[config.mk]
export PLATFORM = sky130hd
export DESIGN_NAME = inst_fetch_queue
export DESIGN_NICKNAME = d
export VERILOG_FILES = /design/src/rtl/inst_fetch_queue_pkg.sv /design/src/rtl/inst_fetch_queue_split.sv /design/src/rtl/inst_fetch_queue.sv
export SDC_FILE = /design/constraint.sdc
export NUM_CORES = 2
export LEC_CHECK = 0
export CAP_MARGIN = 20
export CELL_PAD_IN_SITES_DETAIL_PLACEMENT = 2
export CELL_PAD_IN_SITES_GLOBAL_PLACEMENT = 2
export CORE_MARGIN = 2
export CORE_UTILIZATION = 25
export DETAILED_ROUTE_END_ITERATION = 12
export MAX_ROUTING_LAYER = met4
export PLACE_DENSITY = 0.59
export SYNTH_ARGS = -nofsm -noshare
export SYNTH_HDL_FRONTEND = slang
export SYNTH_SLANG_ARGS = --single-unit
[constraint.sdc]
create_clock -name clk -period 9.3 [get_ports clk]
set_clock_uncertainty 0.05 [all_clocks]
set_input_delay 2.325 -clock clk [delete_from_list [all_inputs] [get_ports clk]]
set_output_delay 2.325 -clock clk [all_outputs]
set_load 0.01 [all_outputs]
[src/rtl/inst_fetch_queue_pkg.sv]
// Shared constants for the instruction fetch queue: NOP encoding, exception
// width and the per-entry layout {inst, pc, exception, badv}.
package inst_fetch_queue_pkg;

    localparam int FQ_EXC_W = 7;

    localparam logic [31:0] NOP_INST = 32'h0340_0000;

    // Exception code shared with the cache (instruction address fault)
    localparam logic [FQ_EXC_W-1:0] EXC_ADEF = 7'h08;

    localparam int ENTRY_W = 32 + 32 + FQ_EXC_W + 32;

    function automatic int entry_width(input int exc_w);
        return 32 + 32 + exc_w + 32;
    endfunction

endpackage

[src/rtl/inst_fetch_queue_split.sv]
// Splits one 64-bit fetch packet into up to two queue entries and reports
// how many of them are meaningful.
module fq_split
    import inst_fetch_queue_pkg::*;
#(
    parameter int EXC_W = FQ_EXC_W
) (
    input  logic [63:0]                   data,
    input  logic [31:0]                   pc,
    input  logic [EXC_W-1:0]              exception,
    input  logic [31:0]                   badv,
    output logic [1:0]                    n,
    output logic [entry_width(EXC_W)-1:0] entry0,
    output logic [entry_width(EXC_W)-1:0] entry1
);

    always_comb begin
        n      = 2'd1;
        entry0 = '0;
        entry1 = '0;
        if (exception != '0) begin
            // A faulting fetch carries no usable data; a NOP transports the fault
            entry0 = {NOP_INST, pc, exception, badv};
        end else if (!pc[2]) begin
            n      = 2'd2;
            entry0 = {data[31:0], pc, {EXC_W{1'b0}}, 32'h0};
            entry1 = {data[63:32], pc + 32'd4, {EXC_W{1'b0}}, 32'h0};
        end else begin
            entry0 = {data[63:32], pc, {EXC_W{1'b0}}, 32'h0};
        end
    end

endmodule

[src/rtl/inst_fetch_queue.sv]
// Decoupling queue between the instruction cache and the decoder: splits
// fetch packets into per-instruction entries and exposes the two oldest.
module inst_fetch_queue
    import inst_fetch_queue_pkg::*;
#(
    parameter int DEPTH = 8,
    parameter int SLACK = 4,
    parameter int EXC_W = FQ_EXC_W
) (
    input  logic             clk,
    input  logic             rstn,
    input  logic             flush,
    input  logic             in_valid,
    input  logic [63:0]      in_data,
    input  logic [31:0]      in_pc,
    input  logic [EXC_W-1:0] in_exception,
    input  logic [31:0]      in_badv,
    output logic             in_ready,
    output logic             out0_valid,
    output logic [31:0]      out0_inst,
    output logic [31:0]      out0_pc,
    output logic [EXC_W-1:0] out0_exception,
    output logic [31:0]      out0_badv,
    output logic             out1_valid,
    output logic [31:0]      out1_inst,
    output logic [31:0]      out1_pc,
    output logic [EXC_W-1:0] out1_exception,
    output logic [31:0]      out1_badv,
    input  logic [1:0]       pop,
    output logic             overflow
);

    localparam int PTR_W = $clog2(DEPTH);
    localparam int CNT_W = PTR_W + 1;
    localparam int EW    = entry_width(EXC_W);
    localparam logic [CNT_W-1:0] DEPTH_C = CNT_W'(DEPTH);
    localparam logic [CNT_W-1:0] SLACK_C = CNT_W'(SLACK);

    logic [EW-1:0]    mem [DEPTH];
    logic [PTR_W-1:0] head_reg, tail_reg;
    logic [CNT_W-1:0] count_reg;
    logic             overflow_reg;

    logic [PTR_W-1:0] head_next, tail_next, tail_plus1;
    logic [CNT_W-1:0] count_next, pop_req, eff_pop, space;
    logic [1:0]       split_n, push_n, pop_sat;
    logic [EW-1:0]    split_e0, split_e1;
    logic             accept, drop;

    fq_split #(.EXC_W(EXC_W)) u_split (
        .data      (in_data),
        .pc        (in_pc),
        .exception (in_exception),
        .badv      (in_badv),
        .n         (split_n),
        .entry0    (split_e0),
        .entry1    (split_e1)
    );

    // Space counts slots freed by this cycle's pop, so a full queue being
    // drained can still take a packet.
    always_comb begin
        pop_sat    = (pop == 2'd3) ? 2'd2 : pop;
        pop_req    = CNT_W'(pop_sat);
        eff_pop    = (pop_req > count_reg) ? count_reg : pop_req;
        space      = DEPTH_C - count_reg + eff_pop;
        accept     = in_valid && !flush && (CNT_W'(split_n) <= space);
        drop       = in_valid && !flush && !accept;
        push_n     = accept ? split_n : 2'd0;
        count_next = count_reg + CNT_W'(push_n) - eff_pop;
        head_next  = head_reg + PTR_W'(eff_pop);
        tail_next  = tail_reg + PTR_W'(push_n);
        tail_plus1 = tail_reg + PTR_W'(1);
    end

    always_ff @(posedge clk) begin
        if (!rstn || flush) begin
            head_reg     <= '0;
            tail_reg     <= '0;
            count_reg    <= '0;
            overflow_reg <= 1'b0;
        end else begin
            head_reg     <= head_next;
            tail_reg     <= tail_next;
            count_reg    <= count_next;
            overflow_reg <= overflow_reg | drop;
        end
    end

    // Storage carries no reset; validity is tracked purely by count.
    always_ff @(posedge clk) begin
        if (rstn && push_n != 2'd0)
            mem[tail_reg] <= split_e0;
        if (rstn && push_n == 2'd2)
            mem[tail_plus1] <= split_e1;
    end

    for (genvar gi = 0; gi < 2; gi++) begin : g_slot
        logic [PTR_W-1:0] idx;
        logic             valid;
        logic [EW-1:0]    entry;
        assign idx   = head_reg + PTR_W'(gi);
        assign valid = count_reg > CNT_W'(gi);
        assign entry = valid ? mem[idx] : '0;
    end

    assign out0_valid = g_slot[0].valid;
    assign out1_valid = g_slot[1].valid;
    assign {out0_inst, out0_pc, out0_exception, out0_badv} = g_slot[0].entry;
    assign {out1_inst, out1_pc, out1_exception, out1_badv} = g_slot[1].entry;

    assign in_ready = (DEPTH_C - count_reg) >= SLACK_C;
    assign overflow = overflow_reg;

endmodule

# Word-level counts from Yosys, hierarchy flattened
# Memories as Yosys holds them, arrays and structs flattened. A register that Yosys moved wholly into a read port is not among the register bits.
# Index checks and enable logic that the tools add are counted.
# totals
out_inout_bits	210
elab_cells	49
ram_bits	824
reg_bits	11
inputBits	141
mem_count	1
# mem_list
memory	depth	width	rd	rd_clocked_by_memory_dff	wr	line_no	text
mem	8	103	2	1	2	inst_fetch_queue.sv:39	logic [EW-1:0] mem [DEPTH];
# op_classes
order_cmp	5
n_reduce_logical	11
add_sub_neg	9
n_bitwise	1
eq_ne	2
mux	16
# ops
cell	count
$mux W103	6
$add A32 B3 Y32 const B	1
$gt A4 B1 Y1 const B	2
$mux W2	4
$reduce_bool A7 Y1	1
$add A3 B1 Y3 const B	2
$logic_and A1 B1 Y1	5
$add A4 B2 Y4	1
$add A4 B4 Y4	1
$eq A2 B2 Y1 const B	2
$ge A4 B3 Y1 const B	1
$gt A2 B4 Y1	1
$le A2 B4 Y1	1
$mux W1	4
$mux W4	1
$sub A4 B4 Y4	1
$sub A4 B4 Y4 const A	1
$add A3 B2 Y3	1
$add A3 B3 Y3	1
$logic_not A1 Y1	3
$mux W3	1
$reduce_bool A2 Y1	1
$logic_or A1 B1 Y1	1
$or A1 B1 Y1	1

# Longest topological paths before layout
# depth
word_depth	12
ltp_mapped	24
ltp_nobuf	21

# Modules after synthesis
# From an unflattened synthesis, not the netlist that was laid out.
# hier_totals
cells_unflattened	3257
hier_area_um2	50155.6
# modules_own_cells
module	area_each_um2	cells_each	n_inst	seq_area_each_um2
inst_fetch_queue	48267.5	2976	1	24963.9
fq_split	1888.1	281	1	0.0

# Worst setup path after synthesis
# OpenSTA, ideal clock, no wires.
# synth_path
path_type	input-to-reg
from	input port pop[1]
to	memory mem[6][100] (netlist name), enable pin
required_time_ns	8.799
n_path_buf	2
arrival_ns	7.359
cell_stages	17
slack_ns	1.441
setup_ns	0.451
cell_sequence	nand2b_1 > ha_1 > a21boi_0 > o21ai_1 > mux2i_1 > ha_1 > fa_1 > inv_1 > ha_1 > nor2b_1 > o211ai_1 > nor2b_1 > mux2i_1 > buf_2 > nand3_1 > inv_1 > clkbuf_1
# synth_rtl
element	line_no	text
from (decl)	inst_fetch_queue.sv:29	input logic [1:0] pop,
to (decl)	inst_fetch_queue.sv:39	

# Worst setup path in the final report
# layout_path
from	input port pop[0]
to	register count_reg[3]
# layout_between
elab_chain_cells	10
# layout_lines
element	line_no	text
$eq A2 B2 Y1	inst_fetch_queue.sv:63	pop_sat = (pop == 2'd3) ? 2'd2 : pop;
$mux W2 *	inst_fetch_queue.sv:63	
$gt A2 B4 Y1	inst_fetch_queue.sv:65	eff_pop = (pop_req > count_reg) ? count_reg : pop_req;
$mux W4 *	inst_fetch_queue.sv:65	
$add A4 B4 Y4	inst_fetch_queue.sv:66	space = DEPTH_C - count_reg + eff_pop;
$le A2 B4 Y1	inst_fetch_queue.sv:67	accept = in_valid && !flush && (CNT_W'(split_n) <= space);
$logic_and A1 B1 Y1	inst_fetch_queue.sv:67	
$mux W2	inst_fetch_queue.sv:69	push_n = accept ? split_n : 2'd0;
$add A4 B2 Y4	inst_fetch_queue.sv:70	count_next = count_reg + CNT_W'(push_n) - eff_pop;
$sub A4 B4 Y4 *	inst_fetch_queue.sv:70	
to (signal assigned)	inst_fetch_queue.sv:85	count_reg <= count_next;
to (decl)	inst_fetch_queue.sv:41	logic [CNT_W-1:0] count_reg;
# Mark *: on every way between the ends. The rest lies on a longest branch, timed or not.
# A chain may end at the register's enable or synchronous reset.

==> results.tsv <==
metric	value	unit
status	finished clean	
cp_num_cells	22	
seq_area	21900	um^2
finalHoldViolations	0	
combPwrFrac	0.403	
ys_async_sr_fraction	0	
synthCells	3634	
drive_gt1_frac	0.189	
core	181000	um^2
hold_depth	1	
cpPeakStageDelay	670	ps
worst_hold_path_type	reg -> reg	
finalCritPeriodShare	0.792	
track_usage	0.210	
clock_sinks	835	
slew_violations	0	
via_count	34600	
r2r-start	count_reg[1]	
clk_path_buf_depth	3	
yosysTopAreaCell	edfxtp_1	
cp_max_fo	27	
largest_reg_flops	824	
r2r_end	mem[2][86]	
dpl-instance-area	51400	um^2
post_cts_resized	0	
ys_ff_latch	835	
die_w	431	um
post-place-cells	6059	
row_count	156	
synth_ff_type	edfxtp_1	
vias_per_cell	5.53	
dr.pass1.iters	5	
cp_top_family	adder cells	
critPathSlowestCell	o21ai_0	
antenna_found_initial	13	
die_area	185000	um^2
avgSynthCellArea	12.5	um^2
drt_wl_total	192000	um
syn_area	45500	um^2
worstSetupEndpoint	count_reg[3]	
cts_buffers	102	
synth_nets	3799	
grt_first_pass_wirelength	278000	um
fillerInstances	19100	
drv_cap	0	
arrival	7910	ps
cts_setup_buffers	0	
cp.required	9840	ps
fin_cells	6253	
area_delta_synth_final	20.5	%
ys_types	54	
grt_max_degree	141	
synth_top_area_frac	0.338	
p_leak	17.1	nW
swShare	0.375	
cts_tree	done	
postRouteAntennaNets	0	
initial_utilization	0.252	
start_kind	input pin	
crit_start	pop[0]	
place.port_buffers	350	
power_density	260	nW/um^2
synth-edff-count	512	
overflow	0	
r2r_setup_slack	3540	ps
multi_input_area	22000	um^2
peakVddDrop	282	uV
io_pins	351	
worst_slew_pin_slew	1210	ps
yosys_warnings	0	
whs	434	ps
place.gp.congestion	0.798	
rsz0062_at_grt	false	
hpwl	118000	um
power.share.sequential	0.307	
route.detailed.drc	0	
clock.fmax	0.136	GHz
internal-power	8.93	mW
insertion_delay	750	ps
total_power	14.3	mW
postLayoutCellArea	54800	um^2
seq_area_frac_synth	0.480	
reg2reg_depth	16	
cts.htree.levels	3	
tns	0	ps
setup_viol	0	
max_slew_margin	0.190	
die_y	431	um
clock_power_share	0.290	
routedWlPerCell	30.8	um
cts.hold.buffers_added	0	
switchingPower	5.35	mW
cts_root_buf	clkbuf_16	
cp_cell_sequence	clkdlybuf4s50_1, nand2b_1, ha_1, a21boi_0, o21ai_1, o21ai_0, fa_1, inv_1, ha_1, nor2b_1, o211ai_1, nor2_1, mux2i_4, buf_4, nand2_1, nor2_1, fa_1, ha_1, a21o_1, a21oi_1, xnor2_1, nor2_1	
synth_area_leaders	edfxtp_1 (34%), mux4_2 (20%), dfxtp_1 (14%), o2bb2ai_1 (4.9%), a22o_1 (3.8%)	
clkSlewWorstSetupHoldPaths	60	ps
fin_crit	7370	ps
fin_nets	3958	
grt_pass1_vias	37300	
worst-setup-path-type	in -> reg	
drt_iter0_drc	2583	
worst-path-buf-inv	3	
end_kind	flop	
[power by group through the flow]
stage	logic [mW]	registers [mW]	clock network (mW)
3_5_place_dp	5.88	4.45	0
6_report	5.75	4.38	4.14
4_1_cts	5.89	4.38	4.23
5_1_grt	6.14	4.41	4.37
2_1_floorplan	3.17	4.35	0
3_3_place_gp	5.84	4.44	0
[through the flow]
stage / worst slack, ps / utilization
after floorplan: 1440 / -
after global placement: 1120 / 0.284
after detailed placement: 1210 / 0.284
after CTS: 1940 / 0.303
after global routing: 1560 / 0.303
final: 1930 / 0.303
[worst reg2reg max path, delay by kind of cell (launching register included)]
family	cells	cell delay [ps]
flip-flops	1	440
adder cells (fa/ha/maj)	4	1420
AO/OA/AOI/OAI	4	1020
AND/OR/NAND/NOR	3	580
buffers and inverters	3	1090
multiplexers	2	970
[layer usage]
metal / vias up / part of all wire / track usage
met1: 18700 / 0.42 / 0.260
met4: 0 / 0.034 / 0.0695
met5: - / 0 / -
li1: 14600 / - / -
met3: 292 / 0.040 / 0.0260
met2: 950 / 0.50 / 0.354
[cell type report]
type / count / share of cell area
inverters: 26 / 0.00215
repair buffers: 450 / 0.0805
clock buffers: 140 / 0.0518
clock inverters: 45 / 0.0105
flip-flops and latches: 835 / 0.399
well taps: 2370 / 0.0541
diodes: 9 / 0.000411
multi-input cells: 2378 / 0.402
[placed cells by master (no fill, tap or decap), types with 136 or more instances in the layout]
master           synthesis  final
a21oi_1                257    257
a22o_1                 195    194
and2_1                 186    185
clkdlybuf4s50_1          0    349
dfxtp_1                323    320
edfxtp_1               512    512
mux2i_1                137    136
mux4_2                 412    412
nand2_1                267    256
nand3_1                175    167
nor2_1                 161    156
o21ai_0                157    157
o2bb2ai_1              257    257
[cells in the mapped netlist (3+ instances only)]
cell,n
edfxtp_1,512
mux4_2,412
dfxtp_1,323
nand2_1,267
a21oi_1,257
o2bb2ai_1,257
clkbuf_1,235
a22o_1,195
and2_1,186
nand3_1,175
nor2_1,161
o21ai_0,157
mux2i_1,137
buf_1,79
buf_2,53
o22ai_1,42
inv_1,25
ha_1,19
buf_6,15
buf_4,13
nand2b_1,11
or3_1,11
nor3_2,9
nand4_1,8
xnor2_1,8
nor2b_1,6
fa_1,5
nor3_4,5
o21a_1,5
xor2_1,5
a21o_1,4
nor4_2,4
or4_4,4
nor3_1,3
o21ai_1,3
[worst min-delay path by stage]
stage	end	slack, ps	start
2_1_floorplan	mem[6][0]	390	mem[6][0]
3_3_place_gp	mem[7][12]	410	mem[7][12]
3_5_place_dp	mem[3][12]	420	mem[3][12]
4_1_cts	mem[0][11]	430	mem[0][11]
5_1_grt	mem[2][7]	450	mem[2][7]
6_report	mem[5][21]	430	mem[5][21]
[logic make-up after synthesis]
family | after synthesis | synth area share
XOR/XNOR | 13 | 0.00250
buffers and inverters | 421 | 0.0398
flip-flops | 835 | 0.480
multiplexers | 550 | 0.235
AO/OA/AOI/OAI | 930 | 0.142
AND/OR/NAND/NOR | 861 | 0.0933
adder cells (fa/ha/maj) | 24 | 0.00743
(Power assumes the default switching activity.)
